===== config.mk =====
export PLATFORM = sky130hd
export DESIGN_NAME = multicycle_decoder
export DESIGN_NICKNAME = d
export VERILOG_FILES = /design/src/rtl/multicycle_decoder.sv
export SDC_FILE = /design/constraint.sdc
export NUM_CORES = 1
export LEC_CHECK = 0
export ABC_AREA = 1
export BUFFER_PORTS_ARGS = -buffer_cell sky130_fd_sc_hd__clkbuf_2
export CAP_MARGIN = 10
export CORE_AREA = 2 2 39 41
export CTS_CLUSTER_DIAMETER = 200
export CTS_CLUSTER_SIZE = 14
export DETAILED_ROUTE_END_ITERATION = 6
export DIE_AREA = 0 0 41 43
export GPL_TIMING_DRIVEN = 0
export PLACE_DENSITY_LB_ADDON = 0.08
export SLEW_MARGIN = 10
export SYNTH_ARGS = -nofsm -noshare
export SYNTH_HDL_FRONTEND = slang
export SYNTH_SLANG_ARGS = --single-unit
export TNS_END_PERCENT = 30

===== constraint.sdc =====
create_clock -name clk -period 2.05 [get_ports clk]
set_clock_uncertainty 0.1 [all_clocks]
set_input_delay 0.41 -clock clk [delete_from_list [all_inputs] [get_ports clk]]
set_output_delay 0.41 -clock clk [all_outputs]
set_load 0.01 [all_outputs]

===== src/rtl/multicycle_decoder.sv =====
// multicycle_decoder: control FSM and ALU decoder for a multicycle ARM-subset processor
// Ports:
//   clk        rising-edge clock
//   reset      asynchronous active-low reset, returns the FSM to FETCH
//   Op         instruction [27:26]: 00 data-processing, 01 memory, 10 branch, 11 undefined
//   Funct      instruction [25:20]: [5]=I, [4:1]=cmd, [0]=S or L
//   Rd         destination register field, instruction [15:12]
//   PCS        PC-write request: (Rd==15 and RegW) or Branch
//   NextPC     unconditional PC update during FETCH
//   RegW MemW IRWrite Branch AdrSrc ALUSrcA  single-bit datapath controls
//   ALUSrcB ResultSrc ImmSrc RegSrc ALUControl FlagW  two-bit datapath controls
//   State      current FSM encoding, exposed for debug
module multicycle_decoder (
  input  logic       clk,
  input  logic       reset,
  input  logic [1:0] Op,
  input  logic [5:0] Funct,
  input  logic [3:0] Rd,
  output logic       PCS,
  output logic       NextPC,
  output logic       RegW,
  output logic       MemW,
  output logic       IRWrite,
  output logic       Branch,
  output logic       AdrSrc,
  output logic       ALUSrcA,
  output logic [1:0] ALUSrcB,
  output logic [1:0] ResultSrc,
  output logic [1:0] ImmSrc,
  output logic [1:0] RegSrc,
  output logic [1:0] ALUControl,
  output logic [1:0] FlagW,
  output logic [3:0] State
);
  localparam logic [3:0] FETCH  = 4'd0;
  localparam logic [3:0] DECODE = 4'd1;
  localparam logic [3:0] MEMADR = 4'd2;
  localparam logic [3:0] MEMRD  = 4'd3;
  localparam logic [3:0] MEMWB  = 4'd4;
  localparam logic [3:0] MEMWR  = 4'd5;
  localparam logic [3:0] EXECR  = 4'd6;
  localparam logic [3:0] EXECI  = 4'd7;
  localparam logic [3:0] ALUWB  = 4'd8;
  localparam logic [3:0] BRANCH = 4'd9;
  logic [3:0] state, next_state;
  logic       alu_op, main_reg_w, legal, is_cmp;
  logic [3:0] cmd;
  always_ff @(posedge clk or negedge reset)
    if (!reset) state <= FETCH;
    else        state <= next_state;
  // Only DECODE and MEMADR look at the instruction; every other state has a fixed successor.
  always_comb begin
    case (state)
      FETCH:        next_state = DECODE;
      DECODE:       next_state = Op == 2'b01 ? MEMADR :
                                 Op == 2'b00 ? (Funct[5] ? EXECI : EXECR) :
                                 Op == 2'b10 ? BRANCH : FETCH;
      MEMADR:       next_state = Funct[0] ? MEMRD : MEMWR;
      MEMRD:        next_state = MEMWB;
      EXECR, EXECI: next_state = ALUWB;
      default:      next_state = FETCH;
    endcase
  end
  always_comb begin
    NextPC     = 1'b0;
    IRWrite    = 1'b0;
    main_reg_w = 1'b0;
    MemW       = 1'b0;
    Branch     = 1'b0;
    AdrSrc     = 1'b0;
    ALUSrcA    = 1'b0;
    ALUSrcB    = 2'b00;
    ResultSrc  = 2'b00;
    alu_op     = 1'b0;
    case (state)
      FETCH: begin
        IRWrite   = 1'b1;
        NextPC    = 1'b1;
        ALUSrcA   = 1'b1;
        ALUSrcB   = 2'b10;
        ResultSrc = 2'b10;
      end
      DECODE: begin
        ALUSrcA   = 1'b1;
        ALUSrcB   = 2'b10;
        ResultSrc = 2'b10;
      end
      MEMADR: ALUSrcB = 2'b01;
      MEMRD:  AdrSrc = 1'b1;
      MEMWB: begin
        ResultSrc  = 2'b01;
        main_reg_w = 1'b1;
      end
      MEMWR: begin
        AdrSrc = 1'b1;
        MemW   = 1'b1;
      end
      EXECR: alu_op = 1'b1;
      EXECI: begin
        ALUSrcB = 2'b01;
        alu_op  = 1'b1;
      end
      ALUWB: main_reg_w = 1'b1;
      BRANCH: begin
        ALUSrcB   = 2'b01;
        ResultSrc = 2'b10;
        Branch    = 1'b1;
      end
      default: ;
    endcase
  end
  assign cmd    = Funct[4:1];
  assign is_cmp = cmd == 4'b1010;
  always_comb begin
    ALUControl = 2'b00;
    FlagW      = 2'b00;
    if (alu_op) begin
      case (cmd)
        4'b0100: ALUControl = 2'b00;
        4'b0010: ALUControl = 2'b01;
        4'b0000: ALUControl = 2'b10;
        4'b1100: ALUControl = 2'b11;
        4'b1010: ALUControl = 2'b01;
        default: ALUControl = 2'b00;
      endcase
      // NZ follow S; C/V only make sense for arithmetic (ADD/SUB) results. CMP always sets all flags.
      FlagW = is_cmp ? 2'b11 : {Funct[0], Funct[0] & ~ALUControl[1]};
    end
  end
  // CMP only updates flags, so its writeback must not touch the register file.
  assign RegW   = main_reg_w & ~(state == ALUWB & is_cmp);
  assign PCS    = (Rd == 4'b1111 & RegW) | Branch;
  assign legal  = state <= BRANCH;
  assign ImmSrc = legal ? Op : 2'b00;
  assign RegSrc = legal ? {Op == 2'b01, Op == 2'b10} : 2'b00;
  assign State  = state;
endmodule


### Word level (Yosys, flattened, before mapping)

Cells that the tools add are included.

* add/sub/neg operators: 0
* multipliers: 0
* div/mod/pow operators: 0
* $lt $le $gt $ge: 1
* equality and inequality tests: 15
* shifts and indexed selects: 0
* mux-type cells: 22
* bitwise gates (word level): 7
* reduce and logical (&&, ||, !) cells: 10

Operators by type and width (number)
* $eq A4 B4 Y1 const B: 5
* $pmux W4 S5: 1
* $eq A4 B3 Y1 const B: 4
* $eq A4 B2 Y1 const B: 3
* $mux W2: 6
* $mux W4: 3
* $reduce_or A2 Y1: 5
* $logic_not A4 Y1: 2
* $mux W1: 8
* $pmux W2 S2: 2
* $pmux W2 S3: 1
* $reduce_or A3 Y1: 2
* $and A1 B1 Y1: 4
* $eq A4 B1 Y1 const B: 1
* $le A4 B4 Y1 const B: 1
* $mux W3: 1
* $eq A2 B1 Y1 const B: 1
* $eq A2 B2 Y1 const B: 1
* $logic_not A2 Y1: 1
* $not A1 Y1: 2
* $or A1 B1 Y1: 1

* bits in registers: 4
* latch bits: 0
* RAM bits: 0
* bits in read-only memories: 0
* word-level logic and storage cells: 56
* memories: 0

### Depth between registers and ports, before layout

Gate-level depths: netlist of the first run.

* depth in word-level cells: 8
* gate-level depth with buffers: 6
* gate-level depth less buffers: 6

### Worst setup path before layout of the first run

No wires, ideal clock.

* kind: register -> output
* start point: register state[3] (netlist: State[3])
* end point: output port NextPC
* data arrival time: 1041 ps
* required time: 1540 ps
* setup slack: 499 ps
* stages on the path, launching flop included: 5
* cell sequence: dfrtp_1 inv_2 nand2_1 nor2_1 buf_4

* word-level cells in the longest chain between the ends: 2

RTL lines
* from (decl): line 45 `logic [3:0] state, next_state;`
* from (signal assigned): line 50 `else state <= next_state;`
* $logic_not A4 Y1
* $mux W1
* to (decl): line 20 `output logic NextPC,`

Every way passes these cells.

### Final worst setup path of the first run

* start point: register state[3] (netlist: State[3])
* end point: output port ALUSrcB[0]

* word-level cells in the longest chain between the ends: 3

RTL lines
* $eq A4 B3 Y1, or another cell as far along: line 75 `case (state)`
* $reduce_or A3 Y1 (no line) / $reduce_or A2 Y1 (equally long branches)
* $pmux W2 S2 (*): line 75
* to (decl): line 27 `output logic [1:0] ALUSrcB,`

Mark *: on every way between the ends. The rest lies on a longest branch, timed or not.

==> results of run 1 <==
-- routing by layer --
| metal | global-route usage | share of wire | up-vias |
|---|---|---|---|
| met4 | 0.04000 | 0 | 0 |
| met3 | 0.04712 | 0.069 | 0 |
| met2 | 0.1969 | 0.44 | 25 |
| met1 | 0.1824 | 0.49 | 272 |
| met5 | 0 | 0 | - |
| li1 | - | - | 322 |
-- worst max-delay path, delay by kind of cell, from the launching register on --
kind                   cells  cell delay (ps)
AO/OA/AOI/OAI              1              100
buffers and inverters      2              260
flip-flops                 1              460
AND/OR/NAND/NOR            3              350
-- layout make-up --
cell class	count	area, sq um	area share
Tap cell	16	20.02	0.02974
Clock buffer	3	22.52	0.03346
Multi-Input combinational cell	58	279.0	0.4145
Buffer	1	7.507	0.01115
Timing Repair Buffer	38	195.2	0.2900
Sequential cell	4	100.1	0.1487
Inverter	13	48.80	0.07249
-- cells in the final DEF, fill, tap and decap left out --
master / count
a21oi_1: 3
buf_4: 1
clkbuf_2: 37
clkbuf_4: 3
dfrtp_1: 4
dlygate4sd3_1: 1
inv_1: 10
inv_2: 3
nand2_1: 19
nand2_2: 1
nand3_1: 4
nor2_1: 14
nor2_2: 2
nor2_4: 1
nor3_1: 5
o211ai_1: 2
o21ai_0: 3
o21ai_1: 2
o21bai_4: 1
or2_1: 1
-- cell usage after synthesis, drive strengths merged --
cell,instances,share of area
inv,13,0.11
o21bai,1,0.043
a21oi,3,0.034
nor3,5,0.057
nor2,17,0.18
o21ai,5,0.057
nand3,4,0.046
or2,1,0.014
nand2,20,0.18
dfrtp,4,0.23
buf,1,0.017
o211ai,2,0.034
-- power groups by stage --
stage,clock network (mW),registers [mW],logic [mW]
finish,0.0938,0.161,0.501
global route,0.107,0.169,0.573
CTS,0.0976,0.161,0.509
detailed placement,0,0.162,0.506
global placement,0,0.162,0.503
floorplan,0,0.167,0.301
-- repair_timing --
action | CTS | global route
setup buffers | 0 | 0
hold buffers | 1 | 0
setup endpoints to repair | 0 | 0
hold endpoints to repair | 4 | 0
-- logic make-up after synthesis --
group           after synthesis
compound gates               11
buf+inv                      14
flops                         4
simple gates                 47
-- how the worst max path moves through the flow --
stage	end	slack [ps]	startpoint
after floorplan	NextPC	500	State[3]$_DFF_PN0_
final	ALUSrcB[0]	150	State[3]$_DFF_PN0_
after detailed placement	PCS	300	Funct[3]
after global routing	ALUSrcB[0]	10	State[3]$_DFF_PN0_
after global placement	PCS	300	Funct[3]
after CTS	ALUSrcB[0]	150	State[3]$_DFF_PN0_
==> results_dict.tcl, run 1 <==
set metrics [dict create \
    status "finished, final reports clean" \
    hold_start "Op[0]" \
    grt_max_degree 8 \
    crit_path_start_kind "flop" \
    clk_latency_ps 230 \
    timing.final.crit_period_ps 1905 \
    first_iter_violations 15 \
    power_mw 0.7558 \
    tritoncts "done" \
    fin_tns_setup_ps 0 \
    min_to "State[2]$_DFF_PN0_" \
    cts-htree-levels 1 \
    drive_gt1_frac 0.4188 \
    via_count 619 \
    p_per_area_nw_per_um2 1123 \
    clock_sinks 4 \
    initial_core_util 0.3146 \
    tightest_slew_ps 339.7 \
    internal-power_mw 0.3782 \
    whs_path_depth 2 \
    r2r_cells 5 \
    setup_viol 0 \
    drc 0 \
    cp_common_cell "nand2_1" \
    drv_cap 0 \
    n_fill_cell 163 \
    fin_util 0.4864 \
    gp_congestion 0.8247 \
    io_buffer_count 37 \
    critPathMaxStageDelay_ps 460 \
    hold_violations 0 \
    yosysWarningCount 0 \
    pwr-share-clk 0.124 \
    hold_slack_ps 298.7 \
    io_pins 38 \
    cts_max_path_buffers 2 \
    grtUsageTotal 0.1351 \
    p_sw_mw 0.3776 \
    max_freq_mhz 525.0 \
    r2r-start "State[3]$_DFF_PN0_" \
    fin_area_sq_um 673.1 \
    ctsRootBufferMaster "clkbuf_4" \
    synth_seq_cells 4 \
    critical_path_required_ps 1540 \
    end_kind "output pin" \
    synth.avg_cell_area_sq_um 5.729 \
    critPathSlowestCell "dfrtp_1" \
    synthAdderAreaFrac 0 \
    die_y_microns 43 \
    slew_headroom 0.7735 \
    dpl.cell_count 129 \
    synth_compound_area_frac 0.1695 \
    synthCells 76 \
    final.period_utilization 0.9291 \
    grt_setup_unrepaired "false" \
    regToRegSetupSlack_ps 830 \
    area_growth_pct 54.60 \
    antenna_cells 0 \
    placed_cell_area_sq_um 640.6 \
    synth_xor_area_frac 0 \
    hold_path_class "in -> reg" \
    yosys.area_share.simple 0.4713 \
    die_w_microns 41 \
    synth.distinct_cells 17 \
    antenna_found_initial 0 \
    path_clk_slew_ps 40 \
    setup_ws_ps 145.3 \
    syn_nets 90 \
    path_max_fanout 6 \
    grt_pass1_vias 435 \
    switching_share 0.4996 \
    crit_type "reg -> out" \
    dpl_worst_slack_ps 296.8 \
    power.share.sequential 0.213 \
    antenna_left 0 \
    leakage_nw 0.4190 \
    grt_overflow 0 \
    placementRows 14 \
    dr.pass1.iters 4 \
    synth-seq-area-share 0.2299 \
    dp.final_hpwl_microns 975.1 \
    die-area_sq_um 1763 \
    nNetsFinal 133 \
    synth_area_sq_um 435.4 \
    critPathArrivalTime_ps 1390 \
    final_cells 133 \
    grt_pass1_wl_microns 1628 \
    drv_slew 0 \
    fp.coreArea_sq_um 1384 \
    pwr-share-comb 0.663 \
    numCtsBuffers 3 \
    muxShareOfSynthArea 0 \
    drt-wirelength-per-cell_microns 8.459 \
    via_per_inst 4.654 \
    worst_r2r_endpoint "State[1]$_DFF_PN0_" \
    cts_resized 0 \
    synth_top_family_by_area "simple AND/OR/NAND/NOR gates" \
    drt-total-wl_microns 1125 \
    worstPathCellList "inv_2 -> nand2_1 -> nor2_2 -> nand2_1 -> o211ai_1 -> clkbuf_2" \
    largest_reg_flops 4 \
    peakVddDrop_mv 0.7502 \
]
No activity file was read; power rests on OpenSTA's default activity.
==> run 2, diff against run 1 <==
Settings changed: REMOVE_ABC_BUFFERS from default to 1.
==> run 2 against run 1 <==
Net effect: clock power grew 7%; power fell by 1.5%; maximum frequency is essentially flat; critical endpoint is now ResultSrc[1]; highest routed layer is now met4.
==> results_dict.tcl, run 2 (synthesized netlist as in run 1, its figures left out) <==
set metrics [dict create \
    largest_reg_flops 4 \
    fp.coreArea_sq_um 1384 \
    first_iter_violations 6 \
    status "finished, final reports clean" \
    pwr-share-comb 0.646 \
    antenna_left 0 \
    tritoncts "done" \
    setup_viol 0 \
    numCtsBuffers 3 \
    switching_share 0.5098 \
    pwr-share-clk 0.134 \
    antenna_cells 0 \
    slew_headroom 0.7879 \
    hold_violations 0 \
    gp_congestion 0.7637 \
    layout_commonest_cell "clkbuf_2" \
    hold_path_class "in -> reg" \
    grt_overflow 0 \
    final.period_utilization 0.9282 \
    drc 0 \
    drt-total-wl_microns 1182 \
    critPathMaxStageDelay_ps 430 \
    crit_type "reg -> out" \
    grt_pass1_wl_microns 1725 \
    grt_pass1_vias 408 \
    io_buffer_count 37 \
    via_count 596 \
    critPathSlowestCell "dfrtp_1" \
    worstPathCellList "inv_1 -> nor2_1 -> nand2_1 -> inv_1 -> or2_1 -> clkbuf_2" \
    layout.area.seq_sq_um 101.3 \
    drv_cap 0 \
    whs_path_depth 2 \
    leakage_nw 0.4124 \
    p_sw_mw 0.3793 \
    final_cell_mix "clkbuf_2 (37), nand2_1 (19), nor2_1 (14)" \
    max_freq_mhz 525.5 \
    dp.final_hpwl_microns 976 \
    multi_input_area_sq_um 279.0 \
    die_y_microns 43 \
    end_kind "output pin" \
    grt_max_degree 8 \
    die-area_sq_um 1763 \
    power.share.sequential 0.220 \
    critical_path_required_ps 1540 \
    drive_gt1_frac 0.4224 \
    dr.pass1.iters 4 \
    drt-wirelength-per-cell_microns 8.955 \
    die_w_microns 41 \
    critPathArrivalTime_ps 1390 \
    path_max_fanout 7 \
    peakVddDrop_mv 0.6466 \
    cts-htree-levels 1 \
    fin_tns_setup_ps 0 \
    tightest_slew_ps 318.1 \
    initial_core_util 0.3146 \
    grtUsageTotal 0.1479 \
    crit_path_start_kind "flop" \
    placementRows 14 \
    io_pins 38 \
    antenna_found_initial 0 \
    clk_latency_ps 240 \
    timing.final.crit_period_ps 1903 \
    r2r_cells 5 \
    area_growth_pct 53.16 \
    clock_sinks 4 \
    cp_common_cell "inv_1" \
    path_clk_slew_ps 40 \
    nNetsFinal 132 \
    internal-power_mw 0.3648 \
    n_fill_cell 153 \
    drv_slew 0 \
    cts_max_path_buffers 2 \
    hold_slack_ps 294.8 \
    via_per_inst 4.515 \
    ctsRootBufferMaster "clkbuf_4" \
    grt_setup_unrepaired "false" \
    p_per_area_nw_per_um2 1116 \
]
run 2: area by class of cell:
class / instances / share of cell area
clock buffers: 3 / 0.03377
multi-input cells: 58 / 0.4184
repair buffers: 38 / 0.2927
well taps: 16 / 0.03002
inverters: 13 / 0.07317
flip-flops and latches: 4 / 0.1520
run 2: repair_timing:
action | in CTS | in global routing
gates resized for setup | 0 | 1
endpoints found under the setup margin | 0 | 1
hold buffers | 1 | 0
setup buffers | 0 | 0
endpoints found under the hold margin | 4 | 0
run 2: worst paths after layout:
| check | slack (ps) | endpoint | from |
|---|---|---|---|
| worst max-delay path | 150 | ResultSrc[1] | State[0]$_DFF_PN0_ |
| min in group asynchronous | 410 | State[0]$_DFF_PN0_ | reset |
| worst max register to register | 850 | State[2]$_DFF_PN0_ | State[2]$_DFF_PN0_ |
| max in group asynchronous | 1290 | State[3]$_DFF_PN0_ | reset |
| worst min-delay path | 290 | State[2]$_DFF_PN0_ | Op[0] |
| worst min register to register | 480 | State[0]$_DFF_PN0_ | State[0]$_DFF_PN0_ |
run 2: power groups by stage:
stage	Combinational [mW]	Clock [mW]	Sequential, mW
after floorplan	0.283	0	0.167
after global placement	0.483	0	0.164
after detailed placement	0.484	0	0.165
after CTS	0.487	0.102	0.163
after global routing	0.553	0.114	0.170
final	0.481	0.100	0.163
run 2: layer usage:
| layer | vias to the layer above | track usage | share of wire |
|---|---|---|---|
| li1 | 322 | - | - |
| met1 | 239 | 0.2168 | 0.45 |
| met2 | 33 | 0.1844 | 0.44 |
| met3 | 2 | 0.06283 | 0.10 |
| met4 | 0 | 0.06000 | 0.012 |
| met5 | - | 0 | 0 |
run 2: worst max-delay path, delay by kind of cell (launching register included):
family | cells | cell delay [ps]
simple gates | 3 | 400
flops | 1 | 430
buf+inv | 3 | 310
run 2: metrics by stage:
step | util | setup slack [ps] | cell area, sq um | total power, mW | std cells
floorplan | - | 504.0 | 427.9 | 0.4505 | 75
global placement | 0.4575 | 300.9 | 633.1 | 0.6468 | 128
detailed placement | 0.4575 | 320.3 | 633.1 | 0.6489 | 128
CTS | 0.4810 | 123.1 | 665.6 | 0.7518 | 132
global route | 0.4819 | 2.993 | 666.9 | 0.8360 | 132
finish | 0.4819 | 147.2 | 666.9 | 0.7441 | 132
